--- config.mk ---
export PLATFORM = sky130hd
export DESIGN_NAME = counter_share_arbiter
export DESIGN_NICKNAME = d
export VERILOG_FILES = /design/src/rtl/counter_share_arbiter.sv
export SDC_FILE = /design/constraint.sdc
export NUM_CORES = 1
export LEC_CHECK = 0
export CORE_ASPECT_RATIO = 0.75
export CORE_MARGIN = 8
export CORE_UTILIZATION = 25
export DETAILED_ROUTE_END_ITERATION = 7
export SETUP_SLACK_MARGIN = 0.4
export SKIP_CTS_REPAIR_TIMING = 1
export SYNTH_ARGS = -nofsm -noshare
export SYNTH_HDL_FRONTEND = slang
export SYNTH_SLANG_ARGS = --single-unit
--- constraint.sdc ---
create_clock -name clk -period 2 [get_ports clk]
set_clock_uncertainty 0.2 [all_clocks]
set_input_delay 0.3 -clock clk [delete_from_list [all_inputs] [get_ports clk]]
set_output_delay 0.3 -clock clk [all_outputs]
set_load 0.05 [all_outputs]
--- src/rtl/counter_share_arbiter.sv ---
`default_nettype none
// ============================================================================
// Module   : counter_share_arbiter
// Function : Round-robin sharing of one up-counter among NREQ requesters.
// Revision : 1.0 - initial release
// ============================================================================
module counter_share_arbiter #(
    parameter int NREQ  = 4,
    parameter int WIDTH = 4
) (
    input  logic                    clk,
    input  logic                    rst_n,
    input  logic [NREQ-1:0]         req,
    input  logic [NREQ*WIDTH-1:0]   tc,
    output logic [NREQ-1:0]         grant,
    output logic                    busy,
    output logic [WIDTH-1:0]        count,
    output logic [NREQ-1:0]         done
);

    localparam int IW = (NREQ > 1) ? $clog2(NREQ) : 1;

    typedef enum logic [0:0] {
        ST_IDLE = 1'b0,
        ST_RUN  = 1'b1
    } state_t;

    state_t             state, state_nxt;
    logic [IW-1:0]      owner, owner_nxt;
    logic [IW-1:0]      ptr, ptr_nxt;
    logic [IW-1:0]      pick_idx;
    logic [IW-1:0]      owner_inc;
    logic               pick_vld;
    logic [WIDTH-1:0]   tc_q, tc_q_nxt;
    logic [WIDTH-1:0]   count_nxt;
    logic [NREQ-1:0]    grant_nxt;
    logic [NREQ-1:0]    done_nxt;
    logic               busy_nxt;

    // Scan from ptr downwards in priority so the first set bit at or after ptr wins.
    always_comb begin
        int j;
        j        = 0;
        pick_vld = 1'b0;
        pick_idx = '0;
        for (int k = NREQ - 1; k >= 0; k--) begin
            j = int'(ptr) + k;
            if (j >= NREQ) begin
                j = j - NREQ;
            end
            if (req[j]) begin
                pick_vld = 1'b1;
                pick_idx = IW'(j);
            end
        end
    end

    assign owner_inc = (owner == IW'(NREQ - 1)) ? '0 : owner + IW'(1);

    always_comb begin
        state_nxt = state;
        owner_nxt = owner;
        ptr_nxt   = ptr;
        tc_q_nxt  = tc_q;
        count_nxt = count;
        grant_nxt = grant;
        done_nxt  = '0;
        case (state)
            ST_IDLE: begin
                grant_nxt = '0;
                if (pick_vld) begin
                    state_nxt = ST_RUN;
                    owner_nxt = pick_idx;
                    grant_nxt = {{(NREQ-1){1'b0}}, 1'b1} << pick_idx;
                    count_nxt = '0;
                    tc_q_nxt  = tc[int'(pick_idx)*WIDTH +: WIDTH];
                end
            end
            ST_RUN: begin
                // Abort outranks completion when both occur at the same edge.
                if (!req[owner]) begin
                    state_nxt = ST_IDLE;
                    grant_nxt = '0;
                    ptr_nxt   = owner_inc;
                end else if (count == tc_q) begin
                    state_nxt = ST_IDLE;
                    grant_nxt = '0;
                    done_nxt  = grant;
                    ptr_nxt   = owner_inc;
                end else begin
                    count_nxt = count + WIDTH'(1);
                end
            end
            default: begin
                state_nxt = ST_IDLE;
                grant_nxt = '0;
            end
        endcase
        busy_nxt = |grant_nxt;
    end

    always_ff @(posedge clk) begin
        if (!rst_n) begin
            state <= ST_IDLE;
            owner <= '0;
            ptr   <= '0;
            tc_q  <= '0;
            count <= '0;
            grant <= '0;
            done  <= '0;
            busy  <= 1'b0;
        end else begin
            state <= state_nxt;
            owner <= owner_nxt;
            ptr   <= ptr_nxt;
            tc_q  <= tc_q_nxt;
            count <= count_nxt;
            grant <= grant_nxt;
            done  <= done_nxt;
            busy  <= busy_nxt;
        end
    end

endmodule
`default_nettype wire

==> results list, run 1 <==
- Synthesized netlist net count: 141
- Clock-pin transition on the worst setup and hold timing paths: 0.07 ns
* Count of buffers inserted at the top-level ports: 34
- Setup violations remaining at the end of the flow were counted as 0.
- TritonCTS built the clock tree.
- Power comes to 0.001362 W.
* Startpoint of the worst hold path: ptr[0]
- Synthesized netlist cell count: 117
- After the first detailed-routing iteration, the DRC count stood at 72.
- DRC violation count after routing: 0
- The tool flagged a number of max-cap violations equal to 0.
- Max Clock Freq: 562.2 MHz
- For this run, the total global-route usage over all layers was measured as 8.949%.
- The synthesized netlist occupies a cell area of 0.001100 mm^2.
* Depth of the most critical reg-to-reg path: 5
* Remaining antenna violation count after routing: 0
- Arrival time worst endpoint: 1.77 ns
* Cell Pwr Density: 724.3 mW/mm^2
* Syn Area/Cell: 9.400 um^2
* Number of warnings printed during yosys synthesis: 0
- Setup slack, reg-to-reg: 0.22 ns
- Number of global-route vias before repair: 1035
- Min-Delay Path Depth: 2
- Number of synthesized flops with an enable pin: 0
- Most instantiated cells after synthesis: 22 x sky130_fd_sc_hd__dfxtp_1, 12 x sky130_fd_sc_hd__nand2_1, 10 x sky130_fd_sc_hd__mux2i_1, 7 x sky130_fd_sc_hd__nand3_1
* Area delta synth->final: 70.99%
* Critical-path maximum fanout: 3
- The die covers 0.006799 mm^2.
- Clock buffer count from CTS: 3
- Kind of end point of the critical path: register
- Main area contributors after synthesis: sky130_fd_sc_hd__dfxtp_1 40%, sky130_fd_sc_hd__mux2i_1 9.1%, sky130_fd_sc_hd__nand2_1 4.1%, sky130_fd_sc_hd__xor2_1 4.0%, sky130_fd_sc_hd__a21boi_0 3.4%
- Setup repair after global routing could not meet its margin everywhere.
- Summing all placed instances gives a cell area of 0.001609 mm^2.
- After detailed routing, the total wire length is 3317 um.
- The worst-case IR drop observed on VDD is 0.2904 mV.
* Placeable core area: 0.004335 mm^2
- Synthesis inferred 22 register bits.
- sky130_fd_sc_hd__dfxtp_1 is the most common cell in the netlist.
- Main synth FF type: sky130_fd_sc_hd__dfxtp_1
- Endpoint of the worst register-to-register path: ptr[0]
* Relative slew slack: 64.67%
- The worst hold path terminates at ptr[0].
- Summed over all cells, the static leakage comes to 0.8614 nW.
- Global-route wire length before repair: 4919 um
- The smallest clock period supported by the final layout is computed as 1.779 ns.
- Entering global routing, the biggest net connects 14 pins.
- Counting distinct cell types in the post-synthesis netlist gives 36.
* Synth area leader: sky130_fd_sc_hd__dfxtp_1
- Part of the Yosys area used for sequential elements: 40.05%
- The first detailed-routing pass ran for 4 iterations.
- At the pin with the least slew margin, the transition time is 0.5291 ns.
* Width of the die: 92.59 um
* Antenna violations before repair: 0
* Maximum count of clock buffers along a single path: 2
- Number of clock sinks: 22
* Wire per inst: 14.81 um
- The worst register-to-register path begins at owner[1].
- The post-route netlist has 35.33% of its cells at a drive strength greater than 1.
- With fillers left out, the area of the finished cells amounts to 0.001881 mm^2.
- Detail-routed via count per cell: 4.763
- Category of the most critical setup path: register to register
- Routability-driven placement finished with a final weighted congestion of 0.7784.
- Final net count: 192
* Share of the synthesized area in the top cell type: 40.05%
- 35 I/O pins were placed.
* Hold/Removal Path Class: register to register
- Count of endpoints failing hold in the final timing report: 0
* Share of synthesized flip-flops with an asynchronous set or reset: 0%
- The worst setup path is launched from a register.
- Summed over all layers, the global routing overflow is 0.
* Status: finished, final reports clean
- Row generation in the floorplan step produced 21 rows.
* Number of pins with negative max-slew slack in the final report: 0
* Vias: 1067
- Initial Util: 25.37%
* Die span in y: 73.44 um
- DPL Wire Length: 2417 um
- For the worst-skew pair, the clock arrives at the later sink with an insertion delay of 0.26 ns.
- In this run the number of H-tree levels came out at 1.
- Antenna Diode Count: 0
* Required @ worst endpoint: 1.99 ns
- In the finished design, the share of the clock period the worst path needs comes to 88.93%.
- Clock Root Buffer: sky130_fd_sc_hd__clkbuf_8
[metrics by stage]
step                hold slack [ns]  TNS (ns)  cells  setup WS [ns]  utilization (%)
floorplan                    0.2489         0    117         0.2193                -
global placement             0.2706    -1.452    214        -0.1464            37.11
detailed placement           0.2764    -2.404    214        -0.2050            37.11
CTS                          0.2868         0    218        0.05781            38.76
global route                 0.3368         0    224         0.1480            43.38
finish                       0.3029         0    224         0.2213            43.38
[placed cells by master (no fill, tap or decap), types with 2 or more instances in the layout]
cell,netlist,final
sky130_fd_sc_hd__a21boi_1,1,6
sky130_fd_sc_hd__a21oi_1,4,3
sky130_fd_sc_hd__a32oi_1,2,2
sky130_fd_sc_hd__and2_1,5,4
sky130_fd_sc_hd__buf_4,1,20
sky130_fd_sc_hd__buf_6,0,3
sky130_fd_sc_hd__clkbuf_8,0,3
sky130_fd_sc_hd__clkdlybuf4s50_1,0,17
sky130_fd_sc_hd__dfxtp_1,22,15
sky130_fd_sc_hd__dfxtp_2,0,2
sky130_fd_sc_hd__dfxtp_4,0,5
sky130_fd_sc_hd__dlymetal6s2s_1,0,9
sky130_fd_sc_hd__ha_1,2,2
sky130_fd_sc_hd__mux2i_1,10,8
sky130_fd_sc_hd__mux2i_2,0,2
sky130_fd_sc_hd__nand2_1,12,11
sky130_fd_sc_hd__nand3_1,7,7
sky130_fd_sc_hd__nor2_1,5,2
sky130_fd_sc_hd__nor2_4,0,2
sky130_fd_sc_hd__nor2b_1,3,3
sky130_fd_sc_hd__nor4_4,1,2
sky130_fd_sc_hd__o21a_1,3,3
sky130_fd_sc_hd__o221ai_1,4,4
sky130_fd_sc_hd__o22ai_2,0,2
sky130_fd_sc_hd__or3_1,3,3
sky130_fd_sc_hd__xor2_2,0,4
[cells by family (layout without fill, tap and decap cells)]
logic type / Yosys count / count (layout) / synth area share [%]
adders and majority gates: 2 / 2 / 2.275
and+or+nand+nor: 43 / 43 / 21.28
AOI/OAI and AO/OA: 27 / 27 / 18.09
buffers and inverters: 7 / 57 / 2.844
DFF: 22 / 22 / 40.05
xor gates and xnor gates: 5 / 5 / 3.982
muxes: 11 / 11 / 11.49
[critical path: stages (launching register included)]
cell and delay [ns]:
sky130_fd_sc_hd__dfxtp_2 0.36, sky130_fd_sc_hd__mux4_2 0.56, sky130_fd_sc_hd__inv_2 0.10, sky130_fd_sc_hd__o21ai_4 0.07
sky130_fd_sc_hd__or3_1 0.31, sky130_fd_sc_hd__a21boi_1 0.12
[state kept, by name, indices dropped and copies added (netlist names)]
| signal | count |
|---|---|
| busy | 1 |
| ptr | 2 |
| count | 4 |
| grant | 4 |
| owner | 2 |
| done | 4 |
| state | 1 |
| tc_q | 4 |
[metal layers]
metal	track usage, %	share of wire, %	wire length (um)	up-vias
met5	0	0	0	-
met1	10.25	46	1515	497
met4	3.203	1.1	36	0
li1	-	-	-	527
met2	14.64	46	1524	41
met3	3.776	7.3	241	2
[area by class of cell]
| type | instances | area [um^2] |
|---|---|---|
| Timing Repair Buffer | 51 | 511.7 |
| Sequential cell | 22 | 461.7 |
| Clock buffer | 3 | 41.29 |
| Fill cell | 410 | 2455 |
| Inverter | 2 | 7.507 |
| Clock inverter | 1 | 30.03 |
| Multi-Input combinational cell | 88 | 757.0 |
| Tap cell | 57 | 71.32 |
[worst max-delay path by stage]
stage | depth (start not counted) | start | to | slack (ns)
final | 5 | owner[1] | ptr[0] | 0.22
after global placement | 7 | req[1] | owner[1] | -0.15
after detailed placement | 7 | req[1] | count[1] | -0.21
after floorplan | 5 | count[0] | ptr[0] | 0.22
after global routing | 5 | owner[1] | ptr[0] | 0.15
after CTS | 7 | req[1] | count[1] | 0.06
[power by group]
part | total [W] | leakage (nW) | switching [W] | internal (W)
sequential | 0.000506 | 0.184 | 0.0000392 | 0.000467
clock | 0.000407 | 0.0357 | 0.000140 | 0.000267
combinational | 0.000449 | 0.641 | 0.000215 | 0.000234
total | 0.00136 | 0.861 | 0.000394 | 0.000968
Note: power is estimated with default switching activity, not from simulation.
==> run 2, diff against run 1 <==
Settings changed: CORE_UTILIZATION 25 to 30.
==> run 2 against run 1 <==
Effect of this change:
- cell count is 0.89% lower
- final area is 0.53% higher
- via count is 0.84% higher
- die area is 14% lower
- power is 0.89% lower
- fmax is 0.24% higher
- critical endpoint unchanged
- largest cell class unchanged
- highest routed layer unchanged
==> results list, run 2 (synthesis results as in run 1) <==
- Area delta synth->final: 71.90%
- Commonest non-fill, non-tap cells in the layout: 21 x sky130_fd_sc_hd__buf_4, 17 x sky130_fd_sc_hd__clkdlybuf4s50_1, 14 x sky130_fd_sc_hd__dfxtp_1, 11 x sky130_fd_sc_hd__nand2_1, 10 x sky130_fd_sc_hd__mux2i_1
- Level count of the clock H-tree: 1
- Remaining antenna violation count after routing: 0
* Footprint of the multi-input gates: 748.2 um^2
- Worst supply voltage drop on vdd: 0.3581 mV
- Total of endpoints with negative setup slack in the final report: 0
* Worst-Skew Late Latency: 0.27 ns
- Of the cells placed in the final design, the portion with a size suffix greater than 1 is 37.65%.
- Min-Delay Path Depth: 2
- The worst register-to-register path ends at ptr[0].
- Setup repair after global routing could not meet its margin everywhere.
- Together, buffers and inverters on the worst path number 1.
- After detailed routing, the total wire length is 3241 um.
- Max Clock Freq: 563.6 MHz
- Origin of the worst setup path: owner[1]
- Die span in y: 68.44 um
- Status: finished, final reports clean
- In this run the worst path has a maximum fanout of 3.
- In this run, CTS created clock tree buffers numbering 3.
* Count of buffers inserted at the top-level ports: 34
* Initial Util: 30.64%
- The worst setup path is captured at a register.
* Sort of element at the start of the critical path: register
- The slowest stage of the critical path belongs to the cell sky130_fd_sc_hd__mux4_2.
- In the final timing run, aggregate negative setup slack is 0 ns.
- Of the total power, combinational logic draws 32.0%.
- Cell Pwr Density: 714.0 mW/mm^2
- Internal power comes to 0.0009572 W.
* Arrival time worst endpoint: 1.77 ns
- Using the TritonRoute via totals, the vias-per-cell ratio works out to 4.847.
* Global-route wire length before repair: 4547 um
- Switching Share: 29.09%
- Clock-pin slew was measured on the worst setup and hold paths at 0.07 ns.
- The startpoint identified for the worst register-to-register timing path is owner[1].
- First-iteration detailed-routing DRC count: 55
- Pin placement for this block handled 35 I/O pins.
- Most common library cell in the layout ignoring fill and taps: sky130_fd_sc_hd__buf_4
* Clock Root Buffer: sky130_fd_sc_hd__clkbuf_8
* Setup slack, reg-to-reg: 0.23 ns
- The clock net in this run drives a total of 22 sinks.
* Antenna violations before repair: 0
- Leakage power summed over all cells: 0.8659 nW
- Counting I/O delays and the setup requirement, the final critical path takes 1.774 ns.
- Global routing used 9.854% of the available tracks.
- Width of the die: 85.92 um
* Reg power frac: 37.2%
- Series of cell instances along the critical path: mux4_2, inv_2, o21ai_4, or3_1, a21boi_1
- Measured slew at the worst slew-check pin: 0.5170 ns
- Number of iterations in the first detailed-routing pass: 4
- After floorplanning, the core was sized to cover 0.003590 mm^2.
- Data on the critical path is required at its endpoint by 2.00 ns.
- In this run the number of cells on the critical path is 5.
* Register area: 465.4 um^2
- Summed over all nets, the half-perimeter wirelength after detailed placement is 2315 um.
- Total power after layout: 0.001350 W
- For this block, the via count after detailed routing is 1076.
- Fraction of power consumed by the clock network: 30.7%
* Number of global-route vias before repair: 999
* Antenna Diode Count: 0
- Relative slew slack: 65.47%
- No sink is reached through more buffers than the 2 on the longest clock path.
- Worst setup path endpoint: ptr[0]
* Count of endpoints failing hold in the final timing report: 0
* Net switching power: 0.0003926 W
- The path class of the tightest hold or removal check is register to register.
- GR Overflow Total: 0
- Routability-driven placement congestion ratio: 0.8289
- In this design, the stage delay of the slowest critical-path cell is 0.55 ns.
* Count of filler cells inserted in the layout: 330
- Wire per inst: 14.60 um
- TritonCTS built the clock tree.
* Number of pins with negative max-slew slack in the final report: 0
* Category of the most critical setup path: register to register
- The floorplan has 19 rows.
- Grouping stages by cell kind, the critical path spends the most delay in multiplexers.
- Number of maximum-capacitance violations: 0
- Maximum number of pins on one net before global-route repair: 14
- Final net count: 195
- Die area: 0.005880 mm^2
- DRC violation count after routing: 0
- Measured in cells, the most critical reg-to-reg path has a length of 5.
- Ratio of final minimum period to clock period: 88.72%
-- run 2: stage by stage --
stage	setup WS, ns	instances	instance area (um^2)	hold WS, ns	util [%]
floorplan	0.2193	117	1155	0.2489	-
global placement	-0.1201	210	1610	0.2700	44.86
detailed placement	-0.1994	210	1610	0.2812	44.86
CTS	0.08581	214	1682	0.2920	46.85
global route	0.1690	222	1891	0.3140	52.67
finish	0.2255	222	1891	0.2859	52.67
-- run 2: worst reg2reg max path: cells and delay by family, from the launching register on --
kind	cells	cell delay [ns]
compound gates	2	0.19
buf+inv	1	0.10
flops	1	0.36
mux	1	0.55
simple gates	1	0.31
-- run 2: area by class of cell --
cell class / instances / share of cell area (%)
multi-input cells: 88 / 39.58
repair buffers: 54 / 28.19
flip-flops and latches: 22 / 24.62
well taps: 52 / 3.441
clock buffers: 3 / 2.184
clock inverters: 1 / 1.588
inverters: 2 / 0.3971
-- run 2: power by group through the flow --
stage,Combinational [W],Clock [W],Sequential (W)
2_1_floorplan,0.000175,0,0.000537
3_3_place_gp,0.000335,0,0.000510
3_5_place_dp,0.000339,0,0.000511
4_1_cts,0.000340,0.000428,0.000500
5_1_grt,0.000461,0.000443,0.000508
6_report,0.000432,0.000415,0.000502
-- run 2: how the worst min path moves through the flow --
stage | endpoint | slack, ns | start
detailed placement | ptr[0] | 0.28 | ptr[0]
floorplan | ptr[0] | 0.25 | ptr[0]
finish | ptr[0] | 0.29 | ptr[0]
global route | ptr[0] | 0.31 | ptr[0]
global placement | ptr[0] | 0.27 | ptr[0]
CTS | ptr[0] | 0.29 | ptr[0]
-- run 2: routing by layer --
layer | part of all wire [%] | track usage [%]
met3 | 5.8 | 4.676
met2 | 45 | 15.98
met5 | 0 | 0
met4 | 1.2 | 1.957
met1 | 48 | 11.76
==> run 3, diff against run 2 <==
Settings changed: CAP_MARGIN set to 10, CORE_MARGIN 8 to unset.
==> run 3 against run 2 <==
Effect of this change:
- cell count did not move
- critical path depth did not move
- combinational power increased by 6.0%
- routed wire length shrank 6.6%
- final area grew 2.3%
- global-route usage grew 6.0 points
- via count shrank 0.46%
- flip-flop and latch count unchanged
- non-clock buffer count up 2
- die area shrank 33%
- count of clock-buffer cells in the layout unchanged
- clock power is 1% lower
- largest cell class unchanged
- largest power group unchanged
==> results list, run 3 (synthesis results as in run 1) <==
* Status: finished, final reports clean
- The worst-case IR drop observed on VDD is 0.4270 mV.
- The worst setup path is launched from a register.
- DPL Wire Length: 2072 um
- Critical-path maximum fanout: 3
- GR Overflow Total: 0
* Total power after layout: 0.001372 W
* Number of clock sinks: 22
- Global-route wire length before repair: 4657 um
* Share of layout cells above drive strength 1: 41.28%
* Count of buffers inserted at the top-level ports: 34
- Kind of end point of the critical path: register
- Commonest non-fill, non-tap cells in the layout: 21 x sky130_fd_sc_hd__buf_4, 17 x sky130_fd_sc_hd__clkdlybuf4s50_1, 14 x sky130_fd_sc_hd__dfxtp_1, 11 x sky130_fd_sc_hd__nand2_1, 9 x sky130_fd_sc_hd__dlymetal6s2s_1
- Broken down by cell family, the worst path's largest delay share belongs to multiplexers.
- Die span in y: 54.44 um
- For this run, the post-layout net count is 197.
* Wire per inst: 13.63 um
* Number of maximum-capacitance violations: 0
* Number of iterations in the first detailed-routing pass: 4
- The total count of max-transition violations in the final report was 0.
- Cell Rows: 18
* Count of buffering cells on the critical path with inverters included: 1
- Worst-Skew Late Latency: 0.26 ns
- First-iteration detailed-routing DRC count: 28
- For the worst setup path, the data arrival time is 1.77 ns.
- The initial utilization of the core area, before any placement, comes to 32.34%.
- Post-route minimum period: 1.778 ns
- Series of cell instances along the critical path: mux4_2, inv_2, o21ai_4, or3_1, a21boi_1
- The detail route stage leaves a number of antenna-violating nets equal to 0.
* Die area: 0.003915 mm^2
- Global routing usage summed across all routing layers: 15.87%
- The routed layout has 1071 vias.
- After clock tree synthesis, the clock-pin slew on the worst setup and hold paths is 0.08 ns.
* Ratio of final minimum period to clock period: 88.92%
- Entering global routing, the biggest net connects 14 pins.
- In the routed design, unresolved DRC markers number 0.
- 0 antenna diodes ended up in the layout.
* Level count of the clock H-tree: 1
- At the worst endpoint, the required time is 2.00 ns.
* Clock buffer count from CTS: 3
- Category of the most critical setup path: register to register
* Detail-routed via count per cell: 4.824
* Most common library cell in the layout ignoring fill and taps: sky130_fd_sc_hd__buf_4
* Cell Pwr Density: 709.9 mW/mm^2
* Max Clock Freq: 562.3 MHz
- Antenna violations before repair: 0
- From synthesis to final layout, the design area changed by 75.77%.
* Setup repair after global routing missed its margin: yes
- The congestion estimate from routability-driven global placement came to 0.8333.
* Measured slew at the worst slew-check pin: 0.5122 ns
- Critical path's slowest cell: sky130_fd_sc_hd__mux4_2
- Hold/Removal Path Class: register to register
- Count of endpoints failing hold in the final timing report: 0
- In this design, the stage delay of the slowest critical-path cell is 0.55 ns.
- Relative slew slack: 65.80%
- CTS tree: done
- The number of global-route vias before repair is 1025.
- Maximum count of clock buffers along a single path: 2
- In this run the standard cell core region covers 0.003401 mm^2.
- During I/O placement, the number of pins put on the boundary was 35.
- Leakage power summed over all cells: 0.8866 nW
- The die is 71.92 um wide.
* Core Util, Final: 56.84%
- Setup violations remaining at the end of the flow were counted as 0.
* Total routed wirelength: 3026 um
* Clock Root Buffer: sky130_fd_sc_hd__clkbuf_8
- Count of filler cells inserted in the layout: 288
[run 3: changes by cell type in the layout (fill, tap and decap cells not counted), sizes merged]
cell | previous run | this run
clkbuf | 4 | 3
buf | 27 | 30
[run 3: through the flow]
stage          hold slack [ns]  setup WS, ns  std cells  area [um^2]  setup TNS, ns
6_report                0.2769        0.2216        222         1933              0
5_1_grt                 0.3028        0.1515        222         1933              0
4_1_cts                 0.2890       0.06401        214         1694              0
3_5_place_dp            0.2781       -0.2219        210         1623         -2.799
3_3_place_gp            0.2741       -0.1601        210         1623         -1.897
2_1_floorplan           0.2489        0.2193        117         1155              0
[run 3: path summary, 6_finish.rpt]
kind,startpoint,end,slack [ns],cells past startpoint
max,owner[1],ptr[0],0.22,5
min,ptr[0],ptr[0],0.28,2
max reg2reg,owner[1],ptr[0],0.22,5
min reg2reg,ptr[0],ptr[0],0.28,2
[run 3: area by class of cell]
type                    count  area, um^2  share of cell area [%]
multi-input cells          88       775.7                   40.13
clock buffers               3       41.29                   2.136
repair buffers             56       550.5                   28.48
inverters                   2       7.507                  0.3884
clock inverters             1       30.03                   1.553
flip-flops and latches     22       465.4                   24.08
well taps                  50       62.56                   3.236
[run 3: worst min-delay path: stages, from the launching register on]
cell                       delay (ns)
sky130_fd_sc_hd__dfxtp_2         0.34
sky130_fd_sc_hd__nand2_1         0.05
sky130_fd_sc_hd__a21boi_1        0.05
[run 3: where the power goes]
part | internal (W) | leakage, nW | total, W | switching (W)
combinational | 0.000238 | 0.666 | 0.000458 | 0.000220
sequential | 0.000467 | 0.185 | 0.000505 | 0.0000378
clock | 0.000267 | 0.0357 | 0.000410 | 0.000143
[run 3: per-layer routing]
| layer | global-route usage [%] | routed length [um] | vias to the layer above |
|---|---|---|---|
| li1 | - | - | 533 |
| met1 | 19.67 | 1481 | 503 |
| met2 | 27.04 | 1385 | 33 |
| met3 | 4.236 | 132 | 2 |
| met4 | 5.882 | 27 | 0 |
| met5 | 0 | 0 | - |
